$ cat src/rtl/dmem_arbiter.sv
// Round-robin arbiter sharing the single-port data memory between CPU (0) and DBG (1).
// Define DMEM_RANGE_CHECK_EN to reject addresses >= DEPTH with an err pulse instead of truncating.
module dmem_arbiter #(
  parameter int unsigned ADDR_W = 32,
  parameter int unsigned MEM_AW = 12,
  parameter int unsigned DEPTH  = 4096,
  parameter int unsigned DATA_W = 32
) (
  input  logic              clk,
  input  logic              rst_n,
  input  logic              cpu_req,
  input  logic              cpu_we,
  input  logic [ADDR_W-1:0] cpu_addr,
  input  logic [DATA_W-1:0] cpu_wdata,
  output logic              cpu_gnt,
  output logic              cpu_rvalid,
  output logic [DATA_W-1:0] cpu_rdata,
  input  logic              dbg_req,
  input  logic              dbg_we,
  input  logic [ADDR_W-1:0] dbg_addr,
  input  logic [DATA_W-1:0] dbg_wdata,
  output logic              dbg_gnt,
  output logic              dbg_rvalid,
  output logic [DATA_W-1:0] dbg_rdata,
  output logic              mem_req,
  output logic              mem_we,
  output logic [MEM_AW-1:0] mem_addr,
  output logic [DATA_W-1:0] mem_wdata,
  input  logic              mem_ready,
  input  logic              mem_rvalid,
  input  logic [DATA_W-1:0] mem_rdata,
  output logic              busy,
  output logic              err
);

  typedef enum logic [1:0] {IDLE, ISSUE, RESP} state_e;
  typedef enum logic {OWN_CPU, OWN_DBG} owner_e;

  localparam logic [ADDR_W-1:0] DEPTH_LIM = ADDR_W'(DEPTH);

  state_e            state_q, state_d;
  owner_e            owner_q, owner_d;
  owner_e            last_owner_q, last_owner_d;
  logic              cmd_we_q, cmd_we_d;
  logic [ADDR_W-1:0] cmd_addr_q, cmd_addr_d;
  logic [DATA_W-1:0] cmd_wdata_q, cmd_wdata_d;
  logic              cpu_rvalid_q, cpu_rvalid_d;
  logic              dbg_rvalid_q, dbg_rvalid_d;
  logic [DATA_W-1:0] cpu_rdata_q, cpu_rdata_d;
  logic [DATA_W-1:0] dbg_rdata_q, dbg_rdata_d;
  logic              oob;
  logic              gnt;

`ifdef DMEM_RANGE_CHECK_EN
  assign oob = (cmd_addr_q >= DEPTH_LIM);
`else
  logic unused_range;
  assign oob          = 1'b0;
  assign unused_range = ^{cmd_addr_q[ADDR_W-1:MEM_AW], DEPTH_LIM};
`endif

  always_comb begin
    state_d      = state_q;
    owner_d      = owner_q;
    last_owner_d = last_owner_q;
    cmd_we_d     = cmd_we_q;
    cmd_addr_d   = cmd_addr_q;
    cmd_wdata_d  = cmd_wdata_q;
    cpu_rvalid_d = 1'b0;
    dbg_rvalid_d = 1'b0;
    cpu_rdata_d  = cpu_rdata_q;
    dbg_rdata_d  = dbg_rdata_q;
    gnt          = 1'b0;
    mem_req      = 1'b0;
    err          = 1'b0;
    case (state_q)
      IDLE: begin
        if (cpu_req || dbg_req) begin
          if (cpu_req && dbg_req) begin
            owner_d = (last_owner_q == OWN_CPU) ? OWN_DBG : OWN_CPU;
          end else begin
            owner_d = cpu_req ? OWN_CPU : OWN_DBG;
          end
          cmd_we_d    = (owner_d == OWN_CPU) ? cpu_we    : dbg_we;
          cmd_addr_d  = (owner_d == OWN_CPU) ? cpu_addr  : dbg_addr;
          cmd_wdata_d = (owner_d == OWN_CPU) ? cpu_wdata : dbg_wdata;
          state_d     = ISSUE;
        end
      end
      ISSUE: begin
        if (oob) begin
          // Rejected command never reaches memory; a load completes locally with zero data.
          gnt          = 1'b1;
          err          = 1'b1;
          last_owner_d = owner_q;
          state_d      = IDLE;
          if (!cmd_we_q) begin
            if (owner_q == OWN_CPU) begin
              cpu_rvalid_d = 1'b1;
              cpu_rdata_d  = '0;
            end else begin
              dbg_rvalid_d = 1'b1;
              dbg_rdata_d  = '0;
            end
          end
        end else begin
          mem_req = 1'b1;
          if (mem_ready) begin
            gnt          = 1'b1;
            last_owner_d = owner_q;
            state_d      = cmd_we_q ? IDLE : RESP;
          end
        end
      end
      RESP: begin
        if (mem_rvalid) begin
          if (owner_q == OWN_CPU) begin
            cpu_rvalid_d = 1'b1;
            cpu_rdata_d  = mem_rdata;
          end else begin
            dbg_rvalid_d = 1'b1;
            dbg_rdata_d  = mem_rdata;
          end
          state_d = IDLE;
        end
      end
      default: state_d = IDLE;
    endcase
    // An aborted command must not be accepted by memory or granted during reset.
    if (!rst_n) begin
      gnt     = 1'b0;
      mem_req = 1'b0;
      err     = 1'b0;
    end
  end

  always_ff @(posedge clk) begin
    if (!rst_n) begin
      state_q      <= IDLE;
      owner_q      <= OWN_CPU;
      last_owner_q <= OWN_DBG;
      cmd_we_q     <= 1'b0;
      cmd_addr_q   <= '0;
      cmd_wdata_q  <= '0;
      cpu_rvalid_q <= 1'b0;
      dbg_rvalid_q <= 1'b0;
      cpu_rdata_q  <= '0;
      dbg_rdata_q  <= '0;
    end else begin
      state_q      <= state_d;
      owner_q      <= owner_d;
      last_owner_q <= last_owner_d;
      cmd_we_q     <= cmd_we_d;
      cmd_addr_q   <= cmd_addr_d;
      cmd_wdata_q  <= cmd_wdata_d;
      cpu_rvalid_q <= cpu_rvalid_d;
      dbg_rvalid_q <= dbg_rvalid_d;
      cpu_rdata_q  <= cpu_rdata_d;
      dbg_rdata_q  <= dbg_rdata_d;
    end
  end

  assign cpu_gnt    = gnt && (owner_q == OWN_CPU);
  assign dbg_gnt    = gnt && (owner_q == OWN_DBG);
  assign cpu_rvalid = cpu_rvalid_q;
  assign dbg_rvalid = dbg_rvalid_q;
  assign cpu_rdata  = cpu_rdata_q;
  assign dbg_rdata  = dbg_rdata_q;
  assign mem_we     = cmd_we_q;
  assign mem_addr   = cmd_addr_q[MEM_AW-1:0];
  assign mem_wdata  = cmd_wdata_q;
  assign busy       = (state_q != IDLE);

endmodule

$ cat config.mk
export PLATFORM = sky130hd
export DESIGN_NAME = dmem_arbiter
export DESIGN_NICKNAME = d
export VERILOG_FILES = /design/src/rtl/dmem_arbiter.sv
export SDC_FILE = /design/constraint.sdc
export NUM_CORES = 1
export LEC_CHECK = 0
export CORE_UTILIZATION = 35
export CTS_CLUSTER_DIAMETER = 120
export DETAILED_ROUTE_END_ITERATION = 8
export PLACE_DENSITY = 0.81
export SYNTH_ARGS = -nofsm -noshare
export SYNTH_HDL_FRONTEND = slang
export SYNTH_SLANG_ARGS = --single-unit
$ cat constraint.sdc
create_clock -name clk -period 1.8 [get_ports clk]
set_clock_uncertainty 0.2 [all_clocks]
set_input_delay 0.36 -clock clk [delete_from_list [all_inputs] [get_ports clk]]
set_output_delay 0.36 -clock clk [all_outputs]
set_load 0.05 [all_outputs]
After elaboration in Yosys (flattened, before gate mapping)
Index checks and enable logic that the tools add are counted.
{ "word_totals": {"latch_bits": 0, "inputBits": 168, "mem_count": 0, "out_inout_bits": 116, "mem_bits_rw": 0, "romBits": 0, "regBits": 115} }
{ "classes": {"addsub": 0, "bitwise": 1, "n_shift": 0, "reduce_logical": 12, "div_mod_pow": 0, "order_cmp": 0, "n_eq_ne": 5, "n_mul": 0, "muxes": 20} }
{ "ops": {"columns": ["operator", "count"], "rows": [
  ["$mux W32", 1],
  ["$mux W1", 13],
  ["$mux W12", 1],
  ["$reduce_and A3 Y1", 4],
  ["$mux W2", 4],
  ["$ne A2 B2 Y1 const B", 3],
  ["$pmux W2 S3", 1],
  ["$reduce_and A2 Y1", 2],
  ["$logic_and A1 B1 Y1", 3],
  ["$eq A2 B1 Y1 const B", 1],
  ["$eq A2 B2 Y1 const B", 1],
  ["$logic_not A2 Y1", 1],
  ["$reduce_bool A2 Y1", 1],
  ["$logic_or A1 B1 Y1", 1],
  ["$not A1 Y1", 1]
]} }

Logic depth before layout (Yosys ltp)
{ "depth": {"depth_word": 5, "mapped_depth": 6, "depth_no_buf": 3} }

Worst setup path before layout
No wires, ideal clock.
{ "synth_timing": {"path_kind": "input to output", "from": "input port rst_n", "to": "output port cpu_gnt", "cell_stages": 3, "t_required_ns": 1.240, "arrival_ns": 1.865, "path_slack_ns": -0.625, "cell_sequence": "clkbuf_1 -> inv_1 -> nor3_1"} }
{ "synth_between": {"elab_chain_cells": 2} }
{ "synth_rtl": {"columns": ["item", "line_no", "text"], "rows": [
  ["start, declared", "10", "input logic rst_n,"],
  ["$mux W1", "130", "if (!rst_n) begin"],
  ["$logic_and A1 B1 Y1", "163", "assign cpu_gnt = gnt && (owner_q == OWN_CPU);"],
  ["end, declared", "15", "output logic cpu_gnt,"]
]} }
Every way passes these cells.

Worst setup path in the final report
{ "layout_timing": {"from": "register state_q[1]", "to": "output port cpu_gnt"} }
{ "layout_between": {"elab_chain_cells": 4} }
{ "layout_rtl": {"columns": ["item", "line_no", "text"], "rows": [
  ["start, declared", "41", "state_e state_q, state_d;"],
  ["start signal, assigned", "150", "state_q <= state_d;"],
  ["$eq A2 B1 Y1", "76", "case (state_q)"],
  ["$mux W1", "76", null],
  ["$mux W1", "130", null],
  ["$logic_and A1 B1 Y1", "163", null]
]} }
Every way passes these cells.

==> run metrics <==
status=finished, violations left; failing checks=setup timing; crit start category=register; total track usage=22.0%; IO buf count=242; Pint=5.48 mW; RSZ-0062 raised after global routing=yes; fmax=497 MHz; delay-heaviest family, CP=simple AND/OR/NAND/NOR gates; Worst Hold Class=in2reg; Critical Path RT=1240 ps; ANT cells=0; Synth Warn #=0; final RePlAce weighted congestion=0.800; WL final=16100 µm; Critical Path Fanout Max=5; main area contributors after synthesis=dfxtp_1, o311a_1, a21boi_0; synthesis-to-finish area growth=68.0%; via/cell ratio=5.31; root buf cell=clkbuf_16; Slew Limit Fails=0; Fin Setup TNS=-1610 ps; Post-Synthesis Mean Instance Area=8.98 µm²; sequential power share=35.7%; Worst-Skew Late Latency=410 ps; Die Height=120 µm; initial antenna violation count=0; Starting DRT DRC Count=420; Post-Layout Inst Area=8250 µm²; fin worst setup slack=-212 ps; Clock Sinks=115; Gate power share=23.5%; #FFs+latches synth=115; max-cap violation count=0; pwr dens=949 nW/µm²; Initial Util=36.5%; Crit path largest cell delay=320 ps; pin count of the biggest net entering global routing=119; sequential fraction of the synthesis area=46.9%; hold_ws=149 ps; H-tree levels=4; net switching power=2.34 mW; CTS tree=yes; share of layout cells above drive strength 1=23.8%; global-route wire length before repair=24900 µm; EDFF count, synth=0; Avg WL per Cell=16.9 µm; count of final hold-check violations=0; Switching Share=30.0%; CTS max path bufs=2; clock-pin slew on the worst setup and hold paths=60 ps; Setup CP Type=reg2out; placed inst area=7580 µm²; fin crit share=112%; number of global-route vias before repair=4984; total CTS buffers=17; Slew headroom=64.1%; synthesized instance count=547; Vias=5065; Chip Width=120 µm; ys async rst share=0%; layout net count=933; endpoints failing setup=48; core area=13500 µm²; Crit. End Element=output pin; Cell variety after synth=28; crit path time final=2010 ps; DIE AREA=14500 µm²; slowest stage cell, crit path=dfxtp_2; Yosys top cell area share=46.9%; Top FF cell, synth=dfxtp_1; Leak=3.54 nW; Cell Area, Synth=4910 µm²; IR drop worst, VDD=0.558 mV; num ports=284; Least-Margin Pin Slew=538 ps; final antenna-violating net count=0; Clock Power Share=40.8%; crit path buf inv count=2; final-layout fill cell count=1087; CP Cell Sequence=buf_6 > nand3b_1 > nor3_4 > buf_12; largest area contributor in the netlist=dfxtp_1; DRT Pass-1 Iters=5; syn nets=715; remaining global-route overflow=0; hpwl dp=10800 µm; Remaining DRCs=0; Std-Cell Rows=42; arrival time worst endpoint=1450 ps
-- path summary, 6_finish.rpt --
kind,from,end,slack (ps),cells past startpoint
setup / recovery,state_q[1]$_SDFFE_PN0P_,cpu_gnt,-210,4
hold / removal,rst_n,cpu_rvalid$_SDFF_PN0_,150,3
setup reg to reg,state_q[1]$_SDFFE_PN0P_,mem_wdata[25]$_SDFFE_PN0P_,-50,4
hold reg to reg,cpu_rdata[27]$_SDFFE_PN0P_,cpu_rdata[27]$_SDFFE_PN0P_,270,2
-- tightest hold or removal path, stage by stage --
cell    delay, ps
buf_4         120
inv_1         120
nor2_1        120
-- cells by family after synthesis --
logic type / after synthesis / share of synthesized area, %
flip-flops: 115 / 46.9
AO/OA/AOI/OAI: 203 / 30.1
buffers and inverters: 70 / 6.22
other: 1 / 0.0764
AND/OR/NAND/NOR: 158 / 16.7
-- metrics by stage --
stage / utilization, % / setup slack [ps] / power, mW / cells
2_1_floorplan: - / 0.390 / 3.87 / 547
3_3_place_gp: 56.4 / -298 / 4.58 / 916
3_5_place_dp: 56.4 / -312 / 4.63 / 916
4_1_cts: 60.9 / -261 / 7.86 / 951
5_1_grt: 61.3 / -278 / 8.14 / 954
6_report: 61.3 / -212 / 7.83 / 954
-- flip-flops by register name, indices dropped and copies added (netlist names) --
| register | cells |
|---|---|
| dbg_rdata | 32 |
| cpu_rdata | 32 |
| owner_q | 1 |
| last_owner_q | 1 |
| mem_we | 1 |
| cmd_addr_q | 12 |
| cpu_rvalid | 1 |
| dbg_rvalid | 1 |
| mem_wdata | 32 |
| state_q | 2 |
-- layout make-up --
cell class              count  area [µm²]  area share [%]
clock buffers              18         439            5.32
clock inverters            14         129            1.56
inverters                   3        11.3           0.136
multi-input cells         362        2350            28.5
flip-flops and latches    115        2300            27.9
well taps                 176         220            2.67
repair buffers            266        2800            33.9
-- cells in the final DEF (no fill, tap or decap), drive strengths merged --
cell | synthesis | routed
nand3 | 64 | 64
o221a | 1 | 1
nor2b | 1 | 1
inv | 3 | 6
clkinv | 0 | 7
or2 | 2 | 2
bufinv | 0 | 1
nand4bb | 1 | 1
o311a | 45 | 45
nor2 | 5 | 5
nand2 | 33 | 33
a21boi | 45 | 45
and3 | 46 | 46
o21ai | 64 | 64
dfxtp | 115 | 115
nand3b | 1 | 1
clkdlybuf4s50 | 0 | 125
and2 | 1 | 1
o32a | 1 | 1
nand2b | 2 | 2
conb | 1 | 1
a21oi | 1 | 1
clkbuf | 52 | 19
nor3 | 1 | 1
buf | 15 | 140
nand4b | 1 | 1
a31oi | 1 | 1
o21bai | 45 | 45
clkinvlp | 0 | 3
-- metal layers --
layer | vias up | global-route usage [%] | wire length (µm)
met4 | 0 | 10.0 | 297
met3 | 20 | 7.41 | 1440
met2 | 224 | 38.9 | 7910
met5 | - | 0 | 0
met1 | 2368 | 23.5 | 6450
li1 | 2453 | - | -
-- Yosys cell counts (all sizes together), types with 2 or more instances --
master and instances:
dfxtp 115, nand3 64, o21ai 64, clkbuf 52, and3 46, a21boi 45, o21bai 45, o311a 45
nand2 33, buf 15, nor2 5, inv 3, nand2b 2, or2 2
-- power groups by stage --
stage          clock network (mW)  registers [mW]  logic (mW)
4_1_cts                      3.26            2.79        1.80
6_report                     3.19            2.79        1.84
2_1_floorplan                   0            3.29       0.583
5_1_grt                      3.40            2.81        1.94
3_5_place_dp                    0            2.84        1.78
3_3_place_gp                    0            2.84        1.75
-- what timing repair did --
item / 4_1_cts / 5_1_grt
setup buffers: 3 / 2
endpoints found under the hold margin: 0 / 0
hold buffers: 0 / 0
setup endpoints to repair: 30 / 49
pin swaps: 1 / 0
gates resized for setup: 5 / 6
cloned: 0 / 1
Power figures use the tool's default switching activity.
